[src/rtl/period_meter_if.sv]
// period_meter_if: measurement input and result/handshake bundle for period_meter.
// master = the meter (drives results), slave = the consumer (drives the
// measured signal and the acknowledge).
interface period_meter_if #(
  parameter int CNT_W = 32
);
  logic             i_sig;
  logic             i_ack;
  logic [CNT_W-1:0] o_period;
  logic [CNT_W-1:0] o_high;
  logic             o_valid;
  logic             o_overrun;
  logic             o_timeout;

  modport master (
    input  i_sig, i_ack,
    output o_period, o_high, o_valid, o_overrun, o_timeout
  );

  modport slave (
    output i_sig, i_ack,
    input  o_period, o_high, o_valid, o_overrun, o_timeout
  );
endinterface

[src/rtl/period_meter.sv]
// period_meter: measures period and high time of a slow asynchronous input in
// i_clk cycles and hands each completed measurement over a valid/ack handshake.
// Optional macro PERIOD_METER_HIGH_EN: when defined the high-time counter is
// built; when undefined o_high is tied to zero and everything else is unchanged.
module period_meter #(
  parameter int          CNT_W   = 32,
  parameter logic [31:0] TIMEOUT = 32'd100000000
) (
  input  logic          i_clk,
  input  logic          i_rst,
  period_meter_if.master bus
);

  localparam logic [0:0]       ST_IDLE    = 1'b0;
  localparam logic [0:0]       ST_MEAS    = 1'b1;
  localparam logic [CNT_W-1:0] LP_TIMEOUT = CNT_W'(TIMEOUT);
  localparam logic [CNT_W-1:0] LP_CNT_MAX = {CNT_W{1'b1}};
  localparam logic [CNT_W-1:0] LP_ONE     = {{(CNT_W-1){1'b0}}, 1'b1};
  localparam logic [CNT_W-1:0] LP_ZERO    = {CNT_W{1'b0}};

  logic             r_s1;
  logic             r_s2;
  logic             r_d;
  logic [0:0]       r_state;
  logic [CNT_W-1:0] r_cnt;
  logic [CNT_W-1:0] r_period;
  logic             r_valid;
  logic             r_overrun;
  logic             r_timeout;

  logic w_edge;
  logic w_done;
  logic w_tmo;
  logic w_accept;

  // A rising edge of the synchronized input closes one period and opens the next.
  assign w_edge   = r_s2 & ~r_d;
  assign w_done   = (r_state == ST_MEAS) & w_edge;
  // The edge wins over the timeout when both land on the same cycle.
  assign w_tmo    = (r_state == ST_MEAS) & ~w_edge & (r_cnt == LP_TIMEOUT);
  assign w_accept = r_valid & bus.i_ack;

  // Two-flop synchronizer plus one delay stage for edge detection.
  always_ff @(posedge i_clk) begin
    if (i_rst) begin
      r_s1 <= 1'b0;
      r_s2 <= 1'b0;
      r_d  <= 1'b0;
    end else begin
      r_s1 <= bus.i_sig;
      r_s2 <= r_s1;
      r_d  <= r_s2;
    end
  end

  // Measurement state: idle until the first edge, abandon on timeout.
  always_ff @(posedge i_clk) begin
    if (i_rst) begin
      r_state <= ST_IDLE;
    end else begin
      case (r_state)
        ST_IDLE: r_state <= w_edge ? ST_MEAS : ST_IDLE;
        ST_MEAS: r_state <= w_tmo ? ST_IDLE : ST_MEAS;
        default: r_state <= ST_IDLE;
      endcase
    end
  end

  // Period counter: restarts at 1 on every edge, saturates, cleared while idle.
  always_ff @(posedge i_clk) begin
    if (i_rst) begin
      r_cnt <= LP_ZERO;
    end else if (w_edge) begin
      r_cnt <= LP_ONE;
    end else if ((r_state == ST_IDLE) || w_tmo) begin
      r_cnt <= LP_ZERO;
    end else if (r_cnt != LP_CNT_MAX) begin
      r_cnt <= r_cnt + LP_ONE;
    end else begin
      r_cnt <= r_cnt;
    end
  end

  // Latch the finished period when a measurement completes.
  always_ff @(posedge i_clk) begin
    if (i_rst) begin
      r_period <= LP_ZERO;
    end else if (w_done) begin
      r_period <= r_cnt;
    end else begin
      r_period <= r_period;
    end
  end

  // Valid: set by a completion, cleared by an accepted ack (completion wins).
  always_ff @(posedge i_clk) begin
    if (i_rst) begin
      r_valid <= 1'b0;
    end else if (w_done) begin
      r_valid <= 1'b1;
    end else if (w_accept) begin
      r_valid <= 1'b0;
    end else begin
      r_valid <= r_valid;
    end
  end

  // Sticky overrun: set when an unacknowledged result is overwritten; an ack
  // that coincides with a completion leaves it untouched.
  always_ff @(posedge i_clk) begin
    if (i_rst) begin
      r_overrun <= 1'b0;
    end else if (w_done && r_valid && !bus.i_ack) begin
      r_overrun <= 1'b1;
    end else if (w_accept && !w_done) begin
      r_overrun <= 1'b0;
    end else begin
      r_overrun <= r_overrun;
    end
  end

  // Timeout level: raised when a measurement is abandoned, dropped by any edge.
  always_ff @(posedge i_clk) begin
    if (i_rst) begin
      r_timeout <= 1'b0;
    end else if (w_edge) begin
      r_timeout <= 1'b0;
    end else if (w_tmo) begin
      r_timeout <= 1'b1;
    end else begin
      r_timeout <= r_timeout;
    end
  end

`ifdef PERIOD_METER_HIGH_EN
  logic [CNT_W-1:0] r_hcnt;
  logic [CNT_W-1:0] r_high;

  // High-time counter: counts synchronized-high cycles within the current period.
  always_ff @(posedge i_clk) begin
    if (i_rst) begin
      r_hcnt <= LP_ZERO;
    end else if (w_edge) begin
      r_hcnt <= LP_ONE;
    end else if ((r_state == ST_IDLE) || w_tmo) begin
      r_hcnt <= LP_ZERO;
    end else if (r_s2 && (r_hcnt != LP_CNT_MAX)) begin
      r_hcnt <= r_hcnt + LP_ONE;
    end else begin
      r_hcnt <= r_hcnt;
    end
  end

  // Latch the finished high time alongside the period.
  always_ff @(posedge i_clk) begin
    if (i_rst) begin
      r_high <= LP_ZERO;
    end else if (w_done) begin
      r_high <= r_hcnt;
    end else begin
      r_high <= r_high;
    end
  end

  assign bus.o_high = r_high;
`else
  assign bus.o_high = LP_ZERO;
`endif

  assign bus.o_period  = r_period;
  assign bus.o_valid   = r_valid;
  assign bus.o_overrun = r_overrun;
  assign bus.o_timeout = r_timeout;

endmodule

[src/flat_wrapper.sv]
// flat-port wrapper written by rule: the top's interface ports become plain ports
module period_meter_flat 
#(
  parameter int          CNT_W   = 32,
  parameter logic [31:0] TIMEOUT = 32'd100000000
)
  (i_clk, i_rst, bus_i_sig, bus_i_ack, bus_o_period, bus_o_high, bus_o_valid, bus_o_overrun, bus_o_timeout);
  period_meter_if #(.CNT_W(CNT_W)) bus_i ();
  input  logic i_clk;
  input  logic i_rst;
  input wire logic [$bits(bus_i.i_sig)-1:0] bus_i_sig;
  input wire logic [$bits(bus_i.i_ack)-1:0] bus_i_ack;
  output wire logic [$bits(bus_i.o_period)-1:0] bus_o_period;
  output wire logic [$bits(bus_i.o_high)-1:0] bus_o_high;
  output wire logic [$bits(bus_i.o_valid)-1:0] bus_o_valid;
  output wire logic [$bits(bus_i.o_overrun)-1:0] bus_o_overrun;
  output wire logic [$bits(bus_i.o_timeout)-1:0] bus_o_timeout;
  assign bus_i.i_sig = bus_i_sig;
  assign bus_i.i_ack = bus_i_ack;
  assign bus_o_period = bus_i.o_period;
  assign bus_o_high = bus_i.o_high;
  assign bus_o_valid = bus_i.o_valid;
  assign bus_o_overrun = bus_i.o_overrun;
  assign bus_o_timeout = bus_i.o_timeout;
  period_meter #(.CNT_W(CNT_W), .TIMEOUT(TIMEOUT)) u_core (.i_clk(i_clk), .i_rst(i_rst), .bus(bus_i));
endmodule
[config.mk]
export PLATFORM = sky130hd
export DESIGN_NAME = period_meter_flat
export DESIGN_NICKNAME = d
export VERILOG_FILES = /design/src/rtl/period_meter_if.sv /design/src/rtl/period_meter.sv /design/src/flat_wrapper.sv
export SDC_FILE = /design/constraint.sdc
export NUM_CORES = 1
export LEC_CHECK = 0
export BUFFER_PORTS_ARGS = -buffer_cell sky130_fd_sc_hd__buf_4
export CAP_MARGIN = 20
export CELL_PAD_IN_SITES_DETAIL_PLACEMENT = 0
export CELL_PAD_IN_SITES_GLOBAL_PLACEMENT = 1
export CORE_UTILIZATION = 28
export DETAILED_ROUTE_END_ITERATION = 16
export GPL_TIMING_DRIVEN = 0
export PLACE_DENSITY_LB_ADDON = 0.1
export SLEW_MARGIN = 20
export SYNTH_ARGS = -nofsm -noshare
export SYNTH_HDL_FRONTEND = slang
export SYNTH_SLANG_ARGS = --single-unit
[constraint.sdc]
create_clock -name i_clk -period 1.8 [get_ports i_clk]
set_input_delay 0.09 -clock i_clk [delete_from_list [all_inputs] [get_ports i_clk]]
set_output_delay 0.09 -clock i_clk [all_outputs]
set_load 0.01 [all_outputs]
# After elaboration in Yosys (flattened, before gate mapping)
# Cells that the tools add are included.
# Widths: inputs -> output; s select.
[word_totals]
ff_bits = 71
out_inout_bits = 67
word_cells = 42
[op_classes]
addsub = 1
eq_ne = 2
mux = 10
bitwise = 8
reduce_logical = 11
[op_table]
columns = ["op", "n"]
rows = [
  ["$add 32x1->32 const B", 1],
  ["$eq 32x27->1 const B", 1],
  ["$ne 32x32->1 const B", 1],
  ["$mux 1", 9],
  ["$and 1x1->1", 5],
  ["$reduce_bool 2->1", 2],
  ["$logic_and 1x1->1", 3],
  ["$not 1->1", 3],
  ["$reduce_bool 3->1", 1],
  ["$reduce_or 3->1", 1],
  ["$logic_not 1->1", 2],
  ["$pmux 1 s2", 1],
  ["$reduce_or 2->1", 1],
  ["$logic_or 1x1->1", 1],
]

# Depth between registers and ports, before layout
[depth]
ltp_word = 8
mapped_depth = 8
mapped_depth_nobuf = 7

# Worst setup path before layout
# OpenSTA, ideal clock, no wires.
[synth_timing]
path_type = "register to register"
from = "reg u_core.r_cnt[0]"
to = "reg u_core.r_cnt[10]"
arrival_time_ns = 1.773
setup_slack_ns = -0.105
stages_incl_launch_ff = 9
period_less_slack_ns = 1.905
path_cell_list = "dfxtp_1 inv_1 ha_1 nor4b_1 nand4_1 o31a_1 nand2_1 clkbuf_1 a21oi_1"
[synth_via]
elab_chain_cells = 4
word_cells_on_any_way = 6
[synth_rtl]
columns = ["item", "line_no", "source"]
rows = [
  ["start, declared", "period_meter.sv:25", "logic [CNT_W-1:0] r_cnt;"],
  ["start signal, assigned", "period_meter.sv:78", "r_cnt <= r_cnt + LP_ONE;"],
  ["start signal, assigned", "period_meter.sv:80", "r_cnt <= r_cnt;"],
  ["parallel branches: the longest is 4 deep, another holds $add 32x1->32", "-", ""],
]
# Parallel ways; which one is timed is not known.
# A chain may end at the register's enable or synchronous reset.

# Worst setup path in the final report
[layout_timing]
from = "reg u_core.r_cnt[5]"
to = "reg u_core.r_cnt[25]"
# The elaborated chain is that of the path after synthesis.

==> metrics.md <==
| Metric | Value |
|---|---|
| Initial cell density of the core | `28.8%` |
| Max Root-Sink Buffers | `2` |
| CTS sink cnt | `71` |
| Cell chosen for the clock root | `clkbuf_16` |
| Internal power component | `2.91 mW` |
| Mean number of vias per cell | `4.73` |
| Final Hold Fails | `0` |
| Syn Inst Count | `398` |
| Proportion of power drawn by combinational gates | `4.4%` |
| Antenna violation net count after detailed routing | `0` |
| P_leak | `1.89 nW` |
| FP Rows | `39` |
| Highest-count cells in the layout ignoring fill and taps | `buf_4, nand2_1, a21oi_1, dfxtp_1, conb_1` |
| ANT cells | `0` |
| Slew Limit Fails | `0` |
| Worst path buffer plus inverter count | `4` |
| Post-place setup slack | `-0.669 ns` |
| Worst setup path class | `reg2reg` |
| Total Die Area | `12200 µm²` |
| Result of the run | `finished with violations` |
| DRC viols | `0` |
| Number of register bits inferred by synthesis | `71` |
| Cell family contributing the most delay on the critical path | `simple AND/OR/NAND/NOR gates` |
| Wirelength per Cell | `14.4 µm` |
| Count of fill cells added during filler insertion | `1205` |
| Number of levels the H-tree was split into | `3` |
| Number of distinct library cell variants in the gate-level netlist after synthesis | `41` |
| Router iterations before antenna repair | `5` |
| Die width | `110 µm` |
| Final setup violation count | `24` |
| Arrival time of data at the critical path endpoint | `2.13 ns` |
| Largest fanout of any net on the critical path | `4` |
| Wire length reported by the detailed router | `9660 µm` |
| Top achievable clock speed | `535 MHz` |
| Relative slew margins | `62.9%` |
| Proportion of layout cells with a drive suffix above 1 | `39.1%` |
| Type of destination of the critical path | `flop` |
| Final weighted congestion in routability-driven placement | `0.770` |
| Clock tree skew after final layout | `0.00368 ns` |
| Fin nets | `530` |
| Combined area of all synthesized cells | `3290 µm²` |
| CTS tree | `yes` |
| Peak supply drop | `0.576 mV` |
| Post-DP HPWL | `6560 µm` |
| Number of global-route vias before repair | `2989` |
| Most common cell after layout, fill and taps aside | `buf_4` |
| I/O Buffers | `38` |
| Clk pwr share | `53.1%` |
| CP Launch Type | `flop` |
| Final Hold Slack | `0.0376 ns` |
| Share of synthesized area occupied by flip-flops and latches | `43.2%` |
| Class of the tightest hold or removal check | `in2reg` |
| Critical-path cell with the highest stage delay | `dfxtp_4` |
| Inst Count DP | `610` |
| Initial antenna violation count | `0` |
| Global-route total usage across every layer | `16.2%` |
| Req. time, crit path | `2.06 ns` |
| Total of warnings raised by yosys | `0` |
| CP max stage delay | `0.36 ns` |
| Syn-to-layout area delta | `48.7%` |
| Wire length of the first global-routing pass | `15700 µm` |
| Cell occurring most often along the worst timing path | `buf_6` |
| GR Overflow Total | `0` |
| Ports | `71` |
| Clock-pin slew on the worst setup and hold paths | `0.06 ns` |
| Overall Power | `3.67 mW` |
| Iteration-0 DRC count of the detailed router | `112` |
| Actual slew at the worst max-slew pin | `0.554 ns` |
| Critical Path, Cell by Cell | `and4_4 -> nand4_1 -> buf_6 -> nor3b_4 -> buf_6 -> buf_6 -> buf_8 -> o31ai_4 -> a21oi_2` |
| Final period demand of the worst path | `1.87 ns` |
| Reported net switching power | `753 µW` |
| Period utilisation layout | `104%` |
| Setup repair after global routing missed its margin | `yes` |
| Net switching share of the total power | `20.5%` |
| Max-Cap Viols | `0` |
| Number of vias after detailed routing | `3179` |
| PwrDens | `749 nW/µm²` |
| Final worst slack | `-0.0686 ns` |
| Sequential cell fraction of total power | `42.5%` |
| Core ar. | `11400 µm²` |
| Mapped Avg Cell Area | `8.27 µm²` |
| Clock latency at the later pin of the worst-skew pair | `0.33 ns` |
| Violated checks | `negative setup slack` |
| Maximum number of pins on one net before global-route repair | `12` |
| Die height | `110 µm` |
| Number of CTS-inserted buffers | `9` |
| Count of non-filler cells in the finished layout | `672` |
| Final standard cell utilization of the core | `42.9%` |
cells by family after synthesis:
group | count (synthesis) | share of synthesized area [%]
and+or+nand+nor | 172 | 27.6
muxes | 5 | 1.52
xor gates and xnor gates | 6 | 1.60
adders and majority gates | 2 | 0.760
other | 1 | 0.114
DFF | 71 | 43.2
buffers and inverters | 57 | 11.0
AOI/OAI and AO/OA | 84 | 14.2
cell usage after synthesis:
master | instances | area share (%)
buf_6 | 3 | 1.0
or3_2 | 1 | 0.23
buf_4 | 33 | 7.5
nor3_1 | 1 | 0.15
xor2_1 | 3 | 0.80
nand3_1 | 11 | 1.7
and3_2 | 1 | 0.23
and4_2 | 1 | 0.30
o31ai_1 | 13 | 3.0
buf_2 | 1 | 0.15
nand2b_1 | 2 | 0.38
o211ai_1 | 1 | 0.23
and4_4 | 1 | 0.34
o41ai_1 | 1 | 0.27
nor4bb_1 | 1 | 0.30
or3_1 | 13 | 2.5
o21a_1 | 1 | 0.23
inv_1 | 7 | 0.80
o21ai_0 | 10 | 1.5
nor2_1 | 11 | 1.3
dfxtp_1 | 71 | 43
and3_1 | 1 | 0.19
nand2_1 | 78 | 8.9
clkbuf_1 | 13 | 1.5
nor4b_1 | 1 | 0.27
mux2i_1 | 5 | 1.5
nor4_1 | 4 | 0.76
and2_1 | 4 | 0.76
nor3b_4 | 1 | 0.57
and4_1 | 8 | 2.1
o31a_1 | 1 | 0.27
nand4b_1 | 1 | 0.27
conb_1 | 1 | 0.11
nand4_1 | 14 | 2.7
xnor2_1 | 3 | 0.80
or4_1 | 11 | 2.5
ha_1 | 2 | 0.76
a2bb2oi_1 | 1 | 0.27
a21oi_1 | 56 | 8.5
nand2_4 | 1 | 0.34
nor2b_1 | 5 | 0.95
metal layers:
| layer | share of wire [%] | wire (µm) | global-route usage [%] |
|---|---|---|---|
| met1 | 46 | 4440 | 20.2 |
| met2 | 49 | 4760 | 27.2 |
| met3 | 3.1 | 295 | 3.68 |
| met4 | 1.7 | 166 | 5.78 |
| met5 | 0 | 0 | 0 |
sequential cells by signal, summed over array words and instances (netlist names):
signal and flops:
u_core.r_s1 1, u_core.bus.o_overrun 1, u_core.r_s2 1, u_core.r_d 1
u_core.r_state 1, u_core.bus.o_valid 1, u_core.bus.o_timeout 1, u_core.r_cnt 32
u_core.bus.o_period 32
power groups by stage:
| stage | combinational (mW) | sequential, mW | clock [mW] |
|---|---|---|---|
| 3_3_place_gp | 0.145 | 1.62 | 0 |
| 2_1_floorplan | 0.121 | 1.61 | 0 |
| 6_report | 0.162 | 1.56 | 1.95 |
| 4_1_cts | 0.160 | 1.57 | 1.99 |
| 3_5_place_dp | 0.146 | 1.62 | 0 |
| 5_1_grt | 0.177 | 1.56 | 2.08 |
worst min-delay path: stages:
cell and delay [ns]:
buf_4 0.08, nand2b_1 0.09, a21oi_1 0.06
timing repair:
item | CTS | global route
endpoints found under the setup margin | 63 | 59
buffers inserted | 32 | 15
hold buffers | 1 | 0
hold endpoints to repair | 1 | 0
pin swaps | 27 | 17
resized for setup | 71 | 35
cloned | 0 | 0
stage by stage:
stage          setup TNS (ns)  cell area, µm²
3_3_place_gp           -14.59            3880
5_1_grt                 -4.03            4900
3_5_place_dp           -15.29            3880
2_1_floorplan               0            3420
4_1_cts                -0.290            4670
6_report               -0.724            4900
path summary, 6_finish.rpt:
path                   start                  to  slack [ns]  cells past startpoint
max          u_core.r_cnt[5]    u_core.r_cnt[25]       -0.07                      9
min                bus_i_ack  u_core.bus.o_valid        0.04                      3
max reg2reg  u_core.r_cnt[5]    u_core.r_cnt[25]       -0.07                      9
min reg2reg      u_core.r_s1         u_core.r_s2        0.44                      1
final cells by class:
type                    instances  area (µm²)  share of cell area, %
multi-input cells             301        1830                   37.4
clock inverters                 3        65.1                   1.33
repair buffers                 86         682                   13.9
plain buffers                  48         352                   7.18
well taps                     143         179                   3.65
flip-flops and latches         71        1500                   30.7
inverters                       7        26.3                  0.536
clock buffers                  13         260                   5.31
Power figures use the tool's default switching activity.
